## config.mk

```make
export PLATFORM = sky130hd
export DESIGN_NAME = lepteto_vezerlo
export DESIGN_NICKNAME = d
export VERILOG_FILES = /design/src/rtl/lepteto_vezerlo.sv
export SDC_FILE = /design/constraint.sdc
export NUM_CORES = 1
export LEC_CHECK = 0
export CAP_MARGIN = 20
export CORE_AREA = 5 5 117 119
export DETAILED_ROUTE_END_ITERATION = 12
export DIE_AREA = 0 0 122 124
export DONT_BUFFER_PORTS = 1
export SETUP_SLACK_MARGIN = 0.15
export SLEW_MARGIN = 20
export SYNTH_ARGS = -nofsm -noshare
export SYNTH_HDL_FRONTEND = slang
export SYNTH_SLANG_ARGS = --single-unit
```

## constraint.sdc

```tcl
create_clock -name clk -period 3.57 [get_ports clk]
set_input_delay 0 -clock clk [delete_from_list [all_inputs] [get_ports clk]]
set_output_delay 0 -clock clk [all_outputs]
set_load 0.005 [all_outputs]
```

## src/rtl/lepteto_vezerlo.sv

```systemverilog
// 4-coil unipolar stepper sequencer: wave/full/half drive, counted moves, signed position.
// Define LEPTETO_HOLD_EN to keep the last coil pattern energised between moves.
module lepteto_vezerlo #(
    parameter int unsigned DIV_W  = 16,
    parameter int unsigned STEP_W = 16,
    parameter int unsigned POS_W  = 24
) (
    input  logic              clk,
    input  logic              rst,
    input  logic [1:0]        mode,
    input  logic              dir,
    input  logic [DIV_W-1:0]  period,
    input  logic [STEP_W-1:0] steps,
    input  logic              start,
    input  logic              stop,
    output logic              busy,
    output logic              done,
    output logic [3:0]        tekercsek,
    output logic [POS_W-1:0]  position
);

    typedef enum logic [1:0] {StIdle, StRun, StDone} state_e;

    state_e            state_q, state_d;
    logic [2:0]        ph_q, ph_d;
    logic [POS_W-1:0]  pos_q, pos_d;
    logic [1:0]        mode_q, mode_d;
    logic              dir_q, dir_d;
    logic [DIV_W-1:0]  period_q, period_d;
    logic [DIV_W-1:0]  presc_q, presc_d;
    logic [STEP_W-1:0] rem_q, rem_d;
    logic              busy_q, busy_d;
    logic              done_q, done_d;
    logic [3:0]        coil_q, coil_d;
`ifdef LEPTETO_HOLD_EN
    logic              energ_q, energ_d;
`endif

    logic [1:0]        step_sz;
    logic [2:0]        ph_step;
    logic [POS_W-1:0]  pos_step;

    function automatic logic [3:0] phase_pattern(input logic [2:0] idx);
        case (idx)
            3'd0:    return 4'b0001;
            3'd1:    return 4'b0011;
            3'd2:    return 4'b0010;
            3'd3:    return 4'b0110;
            3'd4:    return 4'b0100;
            3'd5:    return 4'b1100;
            3'd6:    return 4'b1000;
            default: return 4'b1001;
        endcase
    endfunction

    always_comb begin
        state_d  = state_q;
        ph_d     = ph_q;
        pos_d    = pos_q;
        mode_d   = mode_q;
        dir_d    = dir_q;
        period_d = period_q;
        presc_d  = presc_q;
        rem_d    = rem_q;
        busy_d   = busy_q;
        done_d   = 1'b0;
`ifdef LEPTETO_HOLD_EN
        energ_d  = energ_q;
`endif

        // Wave wants even ph, full wants odd ph (matches mode bit 0); a mismatch
        // takes a single half step, which also realigns the phase for later steps.
        step_sz  = (mode_q[1] || (ph_q[0] != mode_q[0])) ? 2'd1 : 2'd2;
        ph_step  = dir_q ? ph_q + {1'b0, step_sz} : ph_q - {1'b0, step_sz};
        pos_step = dir_q ? pos_q + POS_W'(step_sz) : pos_q - POS_W'(step_sz);

        case (state_q)
            StIdle: begin
                if (start) begin
                    mode_d   = mode;
                    dir_d    = dir;
                    period_d = (period == '0) ? DIV_W'(1) : period;
                    rem_d    = steps;
                    presc_d  = '0;
                    if (steps == '0) begin
                        state_d = StDone;
                        done_d  = 1'b1;
                    end else begin
                        state_d = StRun;
                        busy_d  = 1'b1;
`ifdef LEPTETO_HOLD_EN
                        energ_d = 1'b1;
`endif
                    end
                end
            end
            StRun: begin
                if (stop) begin
                    state_d = StDone;
                    busy_d  = 1'b0;
                    done_d  = 1'b1;
                end else if (presc_q == period_q - DIV_W'(1)) begin
                    presc_d = '0;
                    ph_d    = ph_step;
                    pos_d   = pos_step;
                    rem_d   = rem_q - STEP_W'(1);
                    if (rem_q == STEP_W'(1)) begin
                        state_d = StDone;
                        busy_d  = 1'b0;
                        done_d  = 1'b1;
                    end
                end else begin
                    presc_d = presc_q + DIV_W'(1);
                end
            end
            StDone: begin
                state_d = StIdle;
            end
            default: begin
                state_d = StIdle;
            end
        endcase

        if (state_d == StRun) begin
            coil_d = phase_pattern(ph_d);
`ifdef LEPTETO_HOLD_EN
        end else if (energ_d) begin
            coil_d = phase_pattern(ph_d);
`endif
        end else begin
            coil_d = 4'b0000;
        end
    end

    always_ff @(posedge clk) begin
        if (rst) begin
            state_q  <= StIdle;
            ph_q     <= '0;
            pos_q    <= '0;
            mode_q   <= '0;
            dir_q    <= 1'b0;
            period_q <= '0;
            presc_q  <= '0;
            rem_q    <= '0;
            busy_q   <= 1'b0;
            done_q   <= 1'b0;
            coil_q   <= 4'b0000;
`ifdef LEPTETO_HOLD_EN
            energ_q  <= 1'b0;
`endif
        end else begin
            state_q  <= state_d;
            ph_q     <= ph_d;
            pos_q    <= pos_d;
            mode_q   <= mode_d;
            dir_q    <= dir_d;
            period_q <= period_d;
            presc_q  <= presc_d;
            rem_q    <= rem_d;
            busy_q   <= busy_d;
            done_q   <= done_d;
            coil_q   <= coil_d;
`ifdef LEPTETO_HOLD_EN
            energ_q  <= energ_d;
`endif
        end
    end

    assign busy      = busy_q;
    assign done      = done_q;
    assign tekercsek = coil_q;
    assign position  = pos_q;

endmodule

```

==> flow_metrics.tcl, run 1 <==
set metrics [dict create \
    critPathMaxStageDelay_ns 0.53 \
    floorplan.initialDensity_pct 43.69 \
    finalWeightedCongestion 0.9088 \
    synth_top_area_share_pct 31.61 \
    hold_class "input pin to flip-flop" \
    syn_inst 707 \
    list_of_cells_traversed_by_the_critical_path "inv_1 > ha_1 > nor4bb_1 > o211ai_1 > a211oi_1 > nand2_1 > or4_4 > or3_4 > or3_1 > nand3_1 > nor2_1" \
    die_x_um 122 \
    placement.io_buffers 0 \
    number_of_antenna_violations_at_the_first_check_in_global_routing 0 \
    pin_count_of_the_biggest_net_entering_global_routing 83 \
    finish.cell_count_without_fillers 909 \
    setup.worst_path.start_class "flip-flop" \
    rows 41 \
    finalCritPeriodShare_pct 89.84 \
    area_taken_by_flip_flops_and_latches_um2 1722 \
    flop_pwr_share_pct 42.5 \
    globalRouteMet3Util_pct 4.678 \
    finalWorstPathRequiredPeriod_ns 3.207 \
    synth_async_sr_flop_share_pct 0 \
    groute.layer.met1.usage_pct 24.32 \
    critical-path-slowest-cell "or4_4" \
    power.leakage_nw 2.409 \
    power_report.internal_total_mw 1.749 \
    dp.final_hpwl_um 10170 \
    synth.net_count 775 \
    multiInputGateArea_um2 3540 \
    power_frac_comb_pct 19.1 \
    cts_inserted_buffers 9 \
    clock-skew-final_ns 0.008197 \
    postSynthAreaPerCell_um2 7.704 \
    synth-warning-count 0 \
    final_layout_size_suffix_gt1_share_pct 5.834 \
    max-clock-path-buffers 2 \
    setup_viol_count_final 0 \
    sw_frac_of_total_pct 29.17 \
    netlist-cell-type-count 66 \
    postRouteAntennaNets 0 \
    clock.fmax_mhz 311.8 \
    remaining_drc_errors 0 \
    path_class "flip-flop to flip-flop" \
    finish.net_count 800 \
    critical_path_arrival_ns 3.43 \
    slew_headroom_pct 35.69 \
    power.clock.fraction_pct 38.4 \
    synth_edf_count 0 \
    ys_dominant_reg_cell "dfxtp_1" \
    global_route.usage.total_pct 19.65 \
    clkSinkCount 86 \
    routed_wire_length_per_instance_um 16.18 \
    cts-root-buf "clkbuf_16" \
    clkSlewWorstSetupHoldPaths_ns 0.07 \
    rsz0062_at_grt "false" \
    tritoncts "built" \
    total_switching_power_mw 0.7201 \
    synth-seq-cells 86 \
    die_h_um 124 \
    clkLatencyLatePin_ns 0.34 \
    nFillCells 1233 \
    power.density_cell_area_nw_per_um2 391.6 \
    grt_pass1_wl_um 24250 \
    busiest_layer "met2" \
    yosys.cell_count.top_type "nand2_1" \
    numPlacedInstances 855 \
    postRouteWirelength_um 14710 \
    cap_violations 0 \
    grt_pass1_vias 5000 \
    dieArea_um2 15130 \
    ys_top_cells_by_area "dfxtp_1 32%, a21oi_1 8.3%, nand2_1 8.2%" \
    slew_violations 0 \
    cts-htree-levels 3 \
    drt_pass1_iterations 4 \
    setup.reg_to_reg.worst_slack_ns 0.36 \
    worst_setup_path_end_kind "flip-flop" \
    synth_area_um2 5446 \
    critPathRequiredTime_ns 3.79 \
    critical_path.max_fanout 10 \
    routed-via-count 5299 \
    status "completed" \
    synth.cells.most_frequent "119 x nand2_1, 90 x a21oi_1, 86 x dfxtp_1" \
    globalRoute.totalOverflow 0 \
    netlist.top_cell.by_area "dfxtp_1" \
    finalHoldViolations 0 \
    antenna-diode-count 0 \
    initialDrtViolationCount 267 \
    io_pins 69 \
    routed_via_density 5.829 \
    coreArea_um2 12470 \
    tightestPinTransition_ns 0.9404 \
    vdd.ir_drop.worst_v 0.0002492 \
    seq_area_frac_synth_pct 31.61 \
    fin_setup_tns_ns 0 \
    use_met2_pct 33.91 \
    syn_to_final_growth_pct 15.74 \
]
[cell type report]
| class | count | share of cell area, % |
|---|---|---|
| Clock buffer | 10 | 3.791 |
| Tap cell | 172 | 3.414 |
| Multi-Input combinational cell | 572 | 56.15 |
| Timing Repair Buffer | 48 | 7.463 |
| Clock inverter | 6 | 0.9726 |
| Inverter | 15 | 0.8932 |
| Sequential cell | 86 | 27.31 |
[kinds of logic after synthesis]
| group | synth area share (%) |
|---|---|
| simple gates | 25.68 |
| compound gates | 23.59 |
| flops | 31.61 |
| buf+inv | 3.630 |
| xor+xnor | 7.076 |
| fa+ha+maj | 6.938 |
| mux | 1.470 |
[state kept, by name, indices dropped and copies added, names as in the netlist]
signal and cells:
position 24, busy 1, state_q 2, done 1, mode_q 2, rem_q 16, period_q 16, tekercsek 4
dir_q 1, presc_q 16, ph_q 3
[worst max-delay path, delay by kind of cell (launching register included)]
kind	cells	cell delay (ns)
AND/OR/NAND/NOR	7	1.90
AO/OA/AOI/OAI	2	0.47
flip-flops	1	0.39
adder cells (fa/ha/maj)	1	0.23
buffers and inverters	1	0.09
[routing by layer]
metal,wire [µm],part of all wire (%)
met1,6515,44
met4,254,1.7
met2,7182,49
met3,755,5.1
met5,0,0
[path summary, 6_finish.rpt]
check,start,end,depth (start not counted)
worst max-delay path,period_q[0]$_SDFFE_PP0P_,tekercsek[1]$_SDFF_PP0_,11
worst min-delay path,rst,position[16]$_SDFFE_PP0P_,2
worst max register to register,period_q[0]$_SDFFE_PP0P_,tekercsek[1]$_SDFF_PP0_,11
worst min register to register,rem_q[5]$_SDFFE_PP0P_,rem_q[5]$_SDFFE_PP0P_,2
[power groups by stage]
stage | Clock (mW) | Combinational [mW] | Sequential (mW)
after floorplan | 0 | 0.342 | 1.05
after global placement | 0 | 0.397 | 1.07
after detailed placement | 0 | 0.405 | 1.07
after CTS | 0.977 | 0.460 | 1.05
after global routing | 1.02 | 0.521 | 1.05
final | 0.949 | 0.471 | 1.05
[placed cells by master, fill, tap and decap left out, types with 3 or more instances in the layout]
cell type,count
clkinv_2,3
ha_1,27
dlygate4sd3_1,36
buf_4,11
nand4_1,8
inv_1,15
mux2i_1,8
a22oi_1,3
clkbuf_16,9
o2111ai_1,3
or2_2,4
and3_1,14
nor2_2,3
o211ai_1,4
nor4_1,12
a211oi_1,9
o21a_1,4
xor2_1,14
a311oi_1,11
o32ai_1,3
nand2b_1,6
and4b_1,3
a21o_1,8
nand2_1,119
o31ai_1,3
or3_1,16
o21bai_1,3
a21oi_1,90
nor3_1,20
o22ai_1,3
nor2_1,46
a221oi_1,4
dfxtp_1,86
o21ai_0,24
a31oi_1,9
nand3_1,19
xnor2_1,30
[what timing repair did]
action / in CTS / in global routing
setup buffers: 0 / 1
hold buffers: 37 / 0
endpoints found under the hold margin: 85 / 0
setup endpoints to repair: 0 / 38
resized for setup: 0 / 4
[stage by stage]
stage               total power, mW  setup WS [ns]  hold WS [ns]  area, µm²  utilization, %
floorplan                     1.393         0.6240        0.1360       5446               -
global placement              1.464         0.3350       0.07734       5595           44.89
detailed placement            1.474         0.2243       0.07886       5595           44.89
CTS                           2.484         0.1969       0.03074       6284           50.41
global route                  2.594         0.1613       0.03703       6304           50.57
finish                        2.469         0.3628      0.008504       6304           50.57
No activity file was read; power rests on OpenSTA's default activity.
==> run 2: changes to the inputs <==
Settings changed: CORE_AREA 5 5 117 119 to 5 5 130 107, DIE_AREA 0 0 122 124 to 0 0 135 112.
==> run 2 against run 1 <==
  * Worst setup slack worse by 0.067 ns
  * Clock power decreased by 4.8%
  * Core utilization shrank 0.17 points
  * Clock skew rose by 0.0036 ns
  * Register-to-register slack lost 0.07 ns
  * Combinational power hardly changed
  * First-iteration DRC count shrank 3.7%
  * Count of clock-buffer cells in the layout up 4
  * Via count about the same
  * Sequential power hardly changed
==> flow_metrics.tcl, run 2 (same netlist as run 1, synthesis figures left out) <==
set metrics [dict create \
    critical_path_arrival_ns 3.48 \
    vdd.ir_drop.worst_v 0.0002293 \
    dp.final_hpwl_um 10470 \
    io_pins 69 \
    rsz0062_at_grt "true" \
    flop_pwr_share_pct 43.4 \
    multiInputGateArea_um2 3546 \
    power.total_mw 2.423 \
    cts_inserted_buffers 9 \
    cts-htree-levels 3 \
    power_report.internal_total_mw 1.704 \
    routed-via-count 5304 \
    path_class "flip-flop to flip-flop" \
    finalWorstPathRequiredPeriod_ns 3.274 \
    cap_violations 0 \
    grt_pass1_vias 4947 \
    finish.net_count 803 \
    critPathMostFrequentCell "a211oi_1" \
    layout_common_cells "119 x nand2_1, 90 x a21oi_1, 86 x dfxtp_1" \
    coreArea_um2 12550 \
    routed_wire_length_per_instance_um 16.37 \
    place_area_um2 5602 \
    dieArea_um2 15120 \
    tightestPinTransition_ns 0.8014 \
    final_layout_size_suffix_gt1_share_pct 5.946 \
    slew_headroom_pct 46.51 \
    clkSinkCount 86 \
    numPlacedInstances 858 \
    setup.worst_path.start_class "flip-flop" \
    pin_count_of_the_biggest_net_entering_global_routing 82 \
    critPathMaxStageDelay_ns 0.58 \
    list_of_cells_traversed_by_the_critical_path "nor4_4 > a32oi_1 > a211oi_1 > nand2_1 > or4_4 > nor2_1 > buf_4 > o21ai_2 > a211oi_1 > a211oi_1" \
    fin_setup_tns_ns 0 \
    number_of_antenna_violations_at_the_first_check_in_global_routing 0 \
    syn_to_final_growth_pct 16.08 \
    finish.cell_count_without_fillers 915 \
    remaining_drc_errors 0 \
    postRouteAntennaNets 0 \
    floorplan.initialDensity_pct 43.41 \
    timing.hold.ws_ns 0.03509 \
    area_taken_by_flip_flops_and_latches_um2 1722 \
    finalHoldViolations 0 \
    clock-skew-final_ns 0.01183 \
    sw_frac_of_total_pct 29.69 \
    max-clock-path-buffers 2 \
    global_route.usage.total_pct 19.74 \
    critical_path.max_fanout 17 \
    power.density_cell_area_nw_per_um2 383.3 \
    slew_violations 0 \
    globalRoute.totalOverflow 0 \
    setup_viol_count_final 0 \
    clkLatencyLatePin_ns 0.35 \
    die_x_um 135 \
    status "completed" \
    rows 37 \
    max_ffs_per_register 24 \
    critPathRequiredTime_ns 3.77 \
    clkSlewWorstSetupHoldPaths_ns 0.06 \
    power.clock.fraction_pct 37.3 \
    initialDrtViolationCount 257 \
    worst_setup_path_end_kind "flip-flop" \
    drt_pass1_iterations 7 \
    grt_pass1_wl_um 24390 \
    clock.fmax_mhz 305.4 \
    routed_via_density 5.797 \
    total_switching_power_mw 0.7194 \
    critical-path-slowest-cell "nor4_4" \
    most_common_library_cell_in_the_layout_ignoring_fill_and_taps "nand2_1" \
    nFillCells 1240 \
    tritoncts "built" \
    placement.io_buffers 0 \
    hold_class "input pin to flip-flop" \
    cts-root-buf "clkbuf_16" \
    power_frac_comb_pct 19.4 \
    final_design_area_no_fill_um2 6322 \
    antenna-diode-count 0 \
    die_h_um 112 \
    power.leakage_nw 2.406 \
    postRouteWirelength_um 14980 \
    finalCritPeriodShare_pct 91.72 \
    finalWeightedCongestion 0.8865 \
]
[run 2: worst max-delay path, delay by kind of cell, from the launching register on]
| kind | cells | cell delay (ns) |
|---|---|---|
| buf+inv | 1 | 0.23 |
| simple gates | 4 | 1.37 |
| flops | 1 | 0.38 |
| compound gates | 5 | 1.13 |
[run 2: power groups by stage]
| stage | sequential (mW) | combinational [mW] | clock, mW |
|---|---|---|---|
| CTS | 1.05 | 0.460 | 0.928 |
| global placement | 1.07 | 0.396 | 0 |
| global route | 1.05 | 0.524 | 0.974 |
| floorplan | 1.05 | 0.342 | 0 |
| finish | 1.05 | 0.469 | 0.903 |
| detailed placement | 1.07 | 0.406 | 0 |
[run 2: per-stage QoR]
stage | util [%] | setup slack, ns
after floorplan | - | 0.6240
after global placement | 44.63 | 0.3764
after detailed placement | 44.65 | 0.2236
after CTS | 50.05 | 0.2196
after global routing | 50.39 | 0.09310
final | 50.39 | 0.2957
[run 2: repair_timing]
action	in CTS	in global routing
setup endpoints to repair	0	32
hold endpoints to repair	85	0
buffers inserted	0	3
gates resized for setup	0	5
hold buffers	38	0
[run 2: path summary, 6_finish.rpt]
path | startpoint | end | slack (ns) | depth (start not counted)
max | period_q[0]$_SDFFE_PP0P_ | rem_q[1]$_SDFFE_PP0P_ | 0.30 | 10
min | rst | position[17]$_SDFFE_PP0P_ | 0.04 | 2
min reg2reg | period_q[15]$_SDFFE_PP0P_ | period_q[15]$_SDFFE_PP0P_ | 0.48 | 2
max reg2reg | period_q[0]$_SDFFE_PP0P_ | rem_q[1]$_SDFFE_PP0P_ | 0.30 | 10
[run 2: layout make-up]
class,count,area share (%)
tap,175,3.463
timing repair buffer,51,7.837
sequential,86,27.23
clock buffer,14,4.176
multi-input combinational,572,56.09
clock inverter,2,0.2573
inverter,15,0.9499
[run 2: per-layer routing]
metal | part of all wire (%) | track usage (%)
met1 | 47 | 26.78
met2 | 44 | 31.12
met3 | 7.7 | 5.736
met4 | 1.5 | 4.634
met5 | 0 | 0
